### src/rtl/alu_pkg.sv
// Function codes and FSM state type shared by the ALU result selector and the
// HI/LO multiply unit.
package alu_pkg;

    localparam logic [5:0] ALU   = 6'd63;
    localparam logic [5:0] SHIFT = 6'd62;
    localparam logic [5:0] HI    = 6'd61;
    localparam logic [5:0] LO    = 6'd60;
    localparam logic [5:0] MULTU = 6'd25;

    typedef enum logic [1:0] {
        IDLE = 2'd0,
        RUN  = 2'd1,
        DONE = 2'd2
    } state_t;

endpackage

### src/rtl/multu_step.sv
// One radix-2 shift-add iteration of the unsigned multiplier (purely combinational).
module multu_step #(
    parameter int WIDTH = 32
) (
    input  logic [WIDTH-1:0] i_acc_hi,
    input  logic [WIDTH-1:0] i_acc_lo,
    input  logic [WIDTH-1:0] i_mcand,
    output logic [WIDTH-1:0] o_acc_hi,
    output logic [WIDTH-1:0] o_acc_lo
);

    logic [WIDTH:0] w_addend;
    logic [WIDTH:0] w_sum;

    assign w_addend = i_acc_lo[0] ? {1'b0, i_mcand} : '0;
    assign w_sum    = {1'b0, i_acc_hi} + w_addend;

    // The add's carry-out becomes the new top bit of acc_hi after the shift.
    assign o_acc_hi = w_sum[WIDTH:1];
    assign o_acc_lo = {w_sum[0], i_acc_lo[WIDTH-1:1]};

endmodule

### src/rtl/multu_hilo.sv
// Sequential 32x32 unsigned multiplier (MULTU) owning the architectural HI/LO pair;
// HI/LO only change when a completed product is committed.
module multu_hilo
    import alu_pkg::*;
#(
    parameter int WIDTH = 32
) (
    input  logic             clk,
    input  logic             rst_n,
    input  logic [5:0]       signal,
    input  logic             start,
    input  logic [WIDTH-1:0] dataA,
    input  logic [WIDTH-1:0] dataB,
    output logic             busy,
    output logic             done,
    output logic [WIDTH-1:0] hi_out,
    output logic [WIDTH-1:0] lo_out
);

    localparam int CW = $clog2(WIDTH);
    localparam logic [CW-1:0] CNT_LAST = CW'(WIDTH - 1);

    state_t           r_state;
    state_t           w_next;
    logic [WIDTH-1:0] r_acc_hi;
    logic [WIDTH-1:0] r_acc_lo;
    logic [WIDTH-1:0] r_mcand;
    logic [CW-1:0]    r_cnt;
    logic [WIDTH-1:0] r_hi;
    logic [WIDTH-1:0] r_lo;
    logic [WIDTH-1:0] w_step_hi;
    logic [WIDTH-1:0] w_step_lo;
    logic             w_accept;

    assign w_accept = start && (signal == MULTU);

    multu_step #(.WIDTH(WIDTH)) u_step (
        .i_acc_hi (r_acc_hi),
        .i_acc_lo (r_acc_lo),
        .i_mcand  (r_mcand),
        .o_acc_hi (w_step_hi),
        .o_acc_lo (w_step_lo)
    );

    always_ff @(posedge clk or negedge rst_n) begin
        if (!rst_n) begin
            r_state <= IDLE;
        end else begin
            r_state <= w_next;
        end
    end

    always_comb begin
        w_next = r_state;
        case (r_state)
            IDLE:    if (w_accept) w_next = RUN;
            RUN:     if (r_cnt == CNT_LAST) w_next = DONE;
            DONE:    w_next = IDLE;
            default: w_next = IDLE;
        endcase
    end

    always_comb begin
        busy = (r_state != IDLE);
        done = (r_state == DONE);
    end

    // The last RUN step's result goes straight into HI/LO at the RUN->DONE edge.
    always_ff @(posedge clk or negedge rst_n) begin
        if (!rst_n) begin
            r_acc_hi <= '0;
            r_acc_lo <= '0;
            r_mcand  <= '0;
            r_cnt    <= '0;
            r_hi     <= '0;
            r_lo     <= '0;
        end else begin
            case (r_state)
                IDLE: begin
                    if (w_accept) begin
                        r_mcand  <= dataA;
                        r_acc_hi <= '0;
                        r_acc_lo <= dataB;
                        r_cnt    <= '0;
                    end
                end
                RUN: begin
                    r_acc_hi <= w_step_hi;
                    r_acc_lo <= w_step_lo;
                    r_cnt    <= r_cnt + 1'b1;
                    if (r_cnt == CNT_LAST) begin
                        r_hi <= w_step_hi;
                        r_lo <= w_step_lo;
                    end
                end
                default: ;
            endcase
        end
    end

    assign hi_out = r_hi;
    assign lo_out = r_lo;

endmodule

### config.mk
export PLATFORM = sky130hd
export DESIGN_NAME = multu_hilo
export DESIGN_NICKNAME = d
export VERILOG_FILES = /design/src/rtl/alu_pkg.sv /design/src/rtl/multu_step.sv /design/src/rtl/multu_hilo.sv
export SDC_FILE = /design/constraint.sdc
export NUM_CORES = 1
export LEC_CHECK = 0
export BUFFER_PORTS_ARGS = -buffer_cell sky130_fd_sc_hd__buf_4
export CORE_UTILIZATION = 47
export DETAILED_ROUTE_END_ITERATION = 7
export PLACE_DENSITY = 0.65
export SYNTH_ARGS = -nofsm -noshare
export SYNTH_HDL_FRONTEND = slang
export SYNTH_SLANG_ARGS = --single-unit
### constraint.sdc
create_clock -name clk -period 5.3 [get_ports clk]
set_input_delay 0.53 -clock clk [delete_from_list [all_inputs] [get_ports clk]]
set_output_delay 0.53 -clock clk [all_outputs]
set_load 0.01 [all_outputs]
# Word level (Yosys, flattened, before mapping)
# Cells that the tools add are included.
[word_totals] reg_bits=167 ramBits=0 n_memories=0 latch_bits=0 elab_cells=33 output_inout_bits=66 mem_bits_ro=0
[classes] magnitude_cmp=0 bitwise=0 div=0 n_shift=0 multipliers=0 n_addsub=2 n_mux=10 reduce_logical=8 n_eq_ne=6
[op_table] op="$pmux 32 s2" count=2
[op_table] op="$mux 32" count=3
[op_table] op="$add 32x33->33" count=1
[op_table] op="$pmux 5 s2" count=1
[op_table] op="$reduce_and 2->1" count=4
[op_table] op="$eq 6x5->1 const B" count=1
[op_table] op="$add 5x1->5 const B" count=1
[op_table] op="$eq 5x5->1 const B" count=1
[op_table] op="$mux 5" count=1
[op_table] op="$mux 2" count=2
[op_table] op="$ne 2x2->1 const B" count=2
[op_table] op="$pmux 2 s2" count=1
[op_table] op="$reduce_bool 2->1" count=2
[op_table] op="$eq 2x1->1 const B" count=1
[op_table] op="$eq 2x2->1 const B" count=1
[op_table] op="$logic_not 2->1" count=1
[op_table] op="$logic_and 1x1->1" count=1

# Depth between registers and ports, before layout
# Gate-level depths: netlist (run 1).
[depth] ltp_word=4 mapped_depth=12 mapped_depth_nobuf=12

# Cells and area by module
# From an unflattened synthesis (run 1), not the netlist that was laid out.
[unflattened] hier_cells=892 area_unflattened_um2=9137.5
[by_module_without_submodules] module="multu_hilo" cells_per_inst=571 n_inst=1 area_per_inst_um2=6915.4 seq_area_each_um2=4179.0
[by_module_without_submodules] module="multu_step" cells_per_inst=321 n_inst=1 area_per_inst_um2=2222.1 seq_area_each_um2=0.0

# Worst setup path after synthesis (run 1)
# No wires, ideal clock.
[synth_path] path_kind="reg-to-reg" from="register r_acc_lo[0]" to="register r_hi[28] (netlist: hi_out[28])" synth_period_minus_slack_ps=2591 path_stages_with_launch=12 t_arrival_ps=2461 setup_slack_ps=2709 n_path_buf=1 required_time_ps=5170 cell_sequence="dfrtp_1 clkbuf_1 and2_1 ha_1 a21o_1 a21o_1 a21o_1 a211oi_4 o41ai_4 a211oi_2 xor2_1 o21ai_1"
[synth_via] elab_chain_len=2
[synth_rtl] element="from (decl)" line_no="multu_hilo.sv:26" rtl="logic [WIDTH-1:0] r_acc_lo;"
[synth_rtl] element="from (signal assigned)" line_no="multu_hilo.sv:83" rtl="r_acc_lo <= dataB;"
[synth_rtl] element="from (signal assigned)" line_no="multu_hilo.sv:89" rtl="r_acc_lo <= w_step_lo;"
[synth_rtl] element="$mux 32" line_no="multu_step.sv:15" rtl="assign w_addend = i_acc_lo[0] ? {1'b0, i_mcand} : '0;"
[synth_rtl] element="$add 32x33->33" line_no="multu_step.sv:16" rtl="assign w_sum = {1'b0, i_acc_hi} + w_addend;"
[synth_rtl] element="to (signal assigned)" line_no="multu_hilo.sv:92" rtl="r_hi <= w_step_hi;"
[synth_rtl] element="to (decl)" line_no="multu_hilo.sv:29" rtl="logic [WIDTH-1:0] r_hi;"
# No other way between the ends.
# A chain may end at the register's enable or synchronous reset.

# Worst setup path after layout (run 1)
[layout_path] from="register r_acc_lo[0]" to="register r_hi[21] (netlist: hi_out[21])"
# The elaborated chain is that of the path after synthesis.

==> results.yml, run 1 <==
status:
  status: "finished clean"
final_layout:
  layout-drive-gt1-share: 0.2677
  multi_input_area_mm2: 0.004040
  fin_cells: 1170
  fin_nets: 1041
  fin_util: 0.5859
  syn_to_final_growth_pct: 21.04
  seqCellArea_mm2: 0.004179
  diodes: 0
  fillers: 1562
logic_synthesis:
  synth-seq-cells: 167
  post-synth-top-count-cell: "dfrtp_1"
  synth_top_flop_cell: "dfrtp_1"
  synth_cell_types: 55
  yosys.area.top_type_share: 0.4957
  synthTopCellsByArea: "dfrtp_1 (50%), mux2_2 (8.5%), o21ai_0 (6.6%)"
  synthTopCellsByCount: "dfrtp_1 (167), o21ai_0 (112), nand2_1 (100)"
  synth_cells: 819
  syn_area_per_cell_um2: 10.29
  syn-num-nets: 927
  ys_warn_count: 0
  synthArstFlopShare: 1.000
  yosysTopAreaCell: "dfrtp_1"
  synth_area_mm2: 0.008431
  ys_seq_area_frac: 0.4957
  synth-edff-count: 0
clock_network:
  cts_tree: "built"
  cts_setup_buffers: 0
  htreeDepth: 4
  cts_sinks: 167
  ctsLongestPathBuffers: 2
  postCtsHoldBufs: 0
  path_clk_slew_ns: 0.06
  cts_made_buffers: 17
  clkLatencyLatePin_ns: 0.43
  post_cts_resized: 0
  cts-root-buf: "clkbuf_16"
sta:
  period_share: 0.6338
  worst_pin_slew_ns: 1.075
  hold_violations: 0
  timing.slew.headroom: 0.2831
  setup_tns_ns: 0
  skew_ns: 0.01224
  setup_violations: 0
  rsz0062_at_grt: "false"
  max_freq_mhz: 297.7
  slew_violations: 0
  finalCriticalPeriod_ns: 3.359
setup_path:
  crit_required_ns: 5.56
  critPathMaxFanout: 33
  crit_slowest_cell: "dfrtp_1"
  slowest_delay_ns: 0.88
  worstPathArrival_ns: 3.62
  start_kind: "register"
  critPathTopFamily: "simple AND/OR/NAND/NOR gates"
  critical_path_class: "reg -> reg"
  path_cells: "and2_1 > ha_1 > inv_1 > fa_1 > nor2b_1 > o2111ai_1 > a21oi_2 > o21bai_1 > or3_1 > nand3_1 > xnor2_1 > o21ai_0"
  critPathBufInv: 1
  critPathCaptureType: "register"
grt:
  grt-ovfl-total: 0
  grt_pass1_vias: 6110
  grt_max_degree: 99
  grtUsageTotal: 0.2173
  grt_pass1_wl_mm: 31.33
  antenna_found_initial: 0
drt:
  drt-initial-drc-count: 392
  viasPerCell: 5.368
  ant_nets: 0
  wl_per_cell_um: 16.11
  dr.pass1.iters: 5
  num_vias: 6280
  finalWirelength_mm: 18.84
  drcViolationCount: 0
die:
  core_area_mm2: 0.01742
  placementRows: 48
  dieArea_mm2: 0.01848
  die_h_um: 135.9
  ios: 139
  die_w_um: 135.9
  initial_core_util: 0.4841
placed_design:
  gp_congestion: 0.8797
  port_buffers: 138
  dp_hpwl_mm: 12.89
  dp.cells: 1139
worst_hold_path:
  hold_class: "in -> async"
power_and_ir_drop:
  leakage_nw: 4.928
  p_per_area_mw_per_mm2: 390.8
  ir_worst_vdd_mv: 0.3730
job:
  maxCapViolations: 0
==> cell type report <==
type                       count  area share
tap                          225     0.02759
inverter                       8    0.002943
multi-input combinational    595      0.3959
sequential                   167      0.4095
clock inverter                13     0.01569
clock buffer                  18     0.04205
timing repair buffer         144      0.1063
==> worst paths after layout <==
check                      cells after the start                    start                 endpoint  slack (ns)
setup / recovery                              12  r_acc_lo[0]$_DFFE_PN0P_   hi_out[21]$_DFFE_PN0P_        1.94
hold / removal                                 1                    rst_n    hi_out[9]$_DFFE_PN0P_        0.12
setup reg to reg                              12  r_acc_lo[0]$_DFFE_PN0P_   hi_out[21]$_DFFE_PN0P_        1.94
hold reg to reg                                2    hi_out[9]$_DFFE_PN0P_    hi_out[9]$_DFFE_PN0P_        0.48
max in group asynchronous                      2                    rst_n  r_mcand[15]$_DFFE_PN0P_        3.96
min in group clk                               2                dataA[29]  r_mcand[29]$_DFFE_PN0P_        0.32
==> cells in the final DEF (no fill, tap or decap), drive strengths merged, types with 2 or more instances in the layout <==
master     n
o21ai    120
o31ai      3
inv       15
a21o      13
and2      33
ha        34
nand3     37
nand2b     5
buf      144
clkinv     3
nor2b      6
o2111ai    2
and3       5
a21boi     2
xor2      16
o22ai      2
dfrtp    167
clkbuf    18
xnor2     13
mux2i     32
nor3       2
nor4       4
o21bai     2
or3        3
nand4b     2
nor2      23
nand2    100
nand4     11
or2        3
a211oi     4
bufinv     2
a21oi     42
mux2      64
==> registers in the layout, summed over array words and instances, names as in the netlist <==
register,flops
r_acc_lo,32
r_mcand,32
lo_out,32
r_cnt,5
hi_out,32
r_acc_hi,32
r_state,2
==> through the flow <==
stage,instance area [um2],setup slack (ns),hold WS [ns],power [mW]
after floorplan,8431,2.709,0.2344,2.427
after global placement,9615,1.921,0.4649,2.730
after detailed placement,9615,1.893,0.4714,2.758
after CTS,10200,1.878,0.1536,4.024
after global routing,10200,1.621,0.1810,4.252
final,10200,1.941,0.1232,3.988
==> layer usage <==
layer | GRT usage | share of wire | vias up
li1 | - | - | 3106
met1 | 0.2987 | 0.47 | 3016
met3 | 0.05593 | 0.054 | 11
met2 | 0.3410 | 0.47 | 147
met4 | 0.05679 | 0.0084 | 0
met5 | 0 | 0 | -
==> logic make-up after synthesis <==
family	share of synthesized area
simple gates	0.1342
fa+ha+maj	0.05284
compound gates	0.1365
flops	0.4957
mux	0.1235
xor+xnor	0.03013
buf+inv	0.02716
==> report_power, final <==
part | switching, mW | leakage, nW | internal, mW
sequential | 0.216 | 1.94 | 1.55
combinational | 0.566 | 2.70 | 0.404
clock | 0.549 | 0.286 | 0.708
==> worst register-to-register path: stages, from the launching register on <==
cell and delay, ns:
dfrtp_1 0.88, and2_1 0.23, ha_1 0.16, inv_1 0.05
fa_1 0.40, nor2b_1 0.17, o2111ai_1 0.16, a21oi_2 0.28
o21bai_1 0.14, or3_1 0.38, nand3_1 0.11, xnor2_1 0.14
o21ai_0 0.10
(Power assumes the default switching activity.)
==> run 2, diff against run 1 <==
==> constraint.sdc (replaced) <==
create_clock -name clk -period 3.2 [get_ports clk]
set_input_delay 0.32 -clock clk [delete_from_list [all_inputs] [get_ports clk]]
set_output_delay 0.32 -clock clk [all_outputs]
set_load 0.01 [all_outputs]
==> run 2 against run 1 <==
Global-route usage is 1.3 points higher. Sequential power increased by 64%. Largest cell class unchanged. Total power increased by 68%. Largest power group unchanged. Wire length is 3.7% higher. Core utilization is 0.70 points higher.
==> results.yml, run 2 (same netlist as run 1, synthesis figures left out) <==
drt:
  dr.pass1.iters: 4
  finalWirelength_mm: 19.55
  num_vias: 6368
  drt-initial-drc-count: 381
  drcViolationCount: 0
  viasPerCell: 5.406
  ant_nets: 0
  wl_per_cell_um: 16.59
job:
  maxCapViolations: 0
final_layout:
  final_cell_mix: "dfrtp_1 (166), buf_4 (146), o21ai_0 (111), nand2_1 (99), mux2_2 (64)"
  fin_nets: 1048
  fillers: 1518
  fin_area_mm2: 0.01033
  layout-drive-gt1-share: 0.2760
  final_common_cell: "dfrtp_1"
  multi_input_area_mm2: 0.004046
  syn_to_final_growth_pct: 22.50
  diodes: 0
  seqCellArea_mm2: 0.004183
  fin_cells: 1178
worst_hold_path:
  hold_class: "in -> reg"
  hold_depth: 2
  worst_hold_startpoint: "dataA[24]"
  min_to: "r_mcand[24]$_DFFE_PN0P_"
clock_network:
  cts-root-buf: "clkbuf_16"
  path_clk_slew_ns: 0.07
  cts_made_buffers: 17
  ctsLongestPathBuffers: 2
  cts_sinks: 167
  cts_tree: "built"
  htreeDepth: 4
  clkLatencyLatePin_ns: 0.44
grt:
  grt_pass1_wl_mm: 32.95
  grt-ovfl-total: 0
  grtUsageTotal: 0.2299
  gr-max-usage-layer: "met2"
  globalRouteMet2Util: 0.3600
  met1_usage: 0.3084
  grt_pass1_vias: 6462
  antenna_found_initial: 0
  grtUsageMet3: 0.06376
  grt_max_degree: 71
setup_path:
  r2r-start: "r_acc_lo[0]$_DFFE_PN0P_"
  start_kind: "register"
  path_cells: "buf_4 > and2_1 > ha_1 > a21oi_1 > o211ai_1 > a21oi_1 > o21ai_0 > a21oi_1 > nor2_1 > xnor2_1 > o21ai_0"
  critPathCaptureType: "register"
  reg2regPathDepth: 11
  critical_path_class: "reg -> reg"
  worstPathArrival_ns: 3.25
  r2r_setup_slack_ns: 0.25
  critPathBufInv: 1
  crit_slowest_cell: "dfrtp_4"
  r2r-end: "hi_out[29]$_DFFE_PN0P_"
  critPathMaxFanout: 12
  critPathTopFamily: "compound AO/OA/AOI/OAI gates"
  timing.critical_path.mode_cell: "a21oi_1"
  crit_required_ns: 3.50
  slowest_delay_ns: 0.55
sta:
  max_freq_mhz: 338.9
  setup_violations: 0
  slew_violations: 0
  skew_ns: 0.008850
  finalCriticalPeriod_ns: 2.951
  timing.slew.headroom: 0.4668
  period_share: 0.9221
  worst_pin_slew_ns: 0.7998
  fin_hold_ws_ns: 0.1096
  setup_tns_ns: 0
  rsz0062_at_grt: "true"
  hold_violations: 0
placed_design:
  dp_hpwl_mm: 13.60
  gp_congestion: 0.8626
  dp.cells: 1144
  placed_cell_area_mm2: 0.009691
  port_buffers: 138
die:
  initial_core_util: 0.4841
  core_area_mm2: 0.01742
  placementRows: 48
  ios: 139
  die_w_um: 135.9
  dieArea_mm2: 0.01848
  die_h_um: 135.9
power_and_ir_drop:
  p_per_area_mw_per_mm2: 648.8
  ir_worst_vdd_mv: 0.6373
  finalPower_mw: 6.701
  leakage_nw: 4.992
status:
  status: "finished clean"
## run 2: cell count changes in the layout (fill, tap and decap cells not counted), moves of 2 or more
cell      previous run  this run
clkinv_8             0         4
buf_12               0         3
clkinv_4             3         1
buf_4              143       146
## run 2: repair_timing
action,in CTS,in global routing
hold endpoints to repair,68,0
pin swaps,0,1
gates resized for setup,1,3
setup endpoints to repair,4,9
buffers inserted,0,1
hold buffers,1,0
## run 2: stage by stage
step                utilization  setup WS [ns]
floorplan                     -         0.6088
global placement         0.5564        0.04776
detailed placement       0.5564       -0.05384
CTS                      0.5920         0.1421
global route             0.5930       -0.01141
finish                   0.5930         0.2493
## run 2: worst max-delay path by stage
stage	to	cells past startpoint	from	slack, ns
2_1_floorplan	hi_out[28]$_DFFE_PN0P_	11	r_acc_lo[0]$_DFFE_PN0P_	0.61
3_3_place_gp	hi_out[15]$_DFFE_PN0P_	11	r_acc_lo[0]$_DFFE_PN0P_	0.05
3_5_place_dp	hi_out[15]$_DFFE_PN0P_	11	r_acc_lo[0]$_DFFE_PN0P_	-0.05
4_1_cts	hi_out[15]$_DFFE_PN0P_	11	r_acc_lo[0]$_DFFE_PN0P_	0.14
5_1_grt	r_acc_hi[15]$_DFFE_PN0P_	11	r_acc_lo[0]$_DFFE_PN0P_	-0.01
6_report	hi_out[29]$_DFFE_PN0P_	11	r_acc_lo[0]$_DFFE_PN0P_	0.25
## run 2: power breakdown
group	leakage [nW]	switching, mW	internal, mW
clock	0.299	0.990	1.12
combinational	2.75	0.994	0.700
sequential	1.94	0.330	2.56
total	4.99	2.31	4.39
## run 2: area by class of cell
class                      count  area share
clock buffer                  17     0.04119
clock inverter                15     0.01781
inverter                       8    0.002908
multi-input combinational    595      0.3918
sequential                   167      0.4050
tap                          225     0.02726
timing repair buffer         151      0.1140
## run 2: metal layers
layer	wire [um]	share of wire	up-vias
met5	0	0	-
li1	-	-	3129
met4	326	0.017	0
met2	8983	0.46	125
met3	1032	0.053	21
met1	9206	0.47	3093
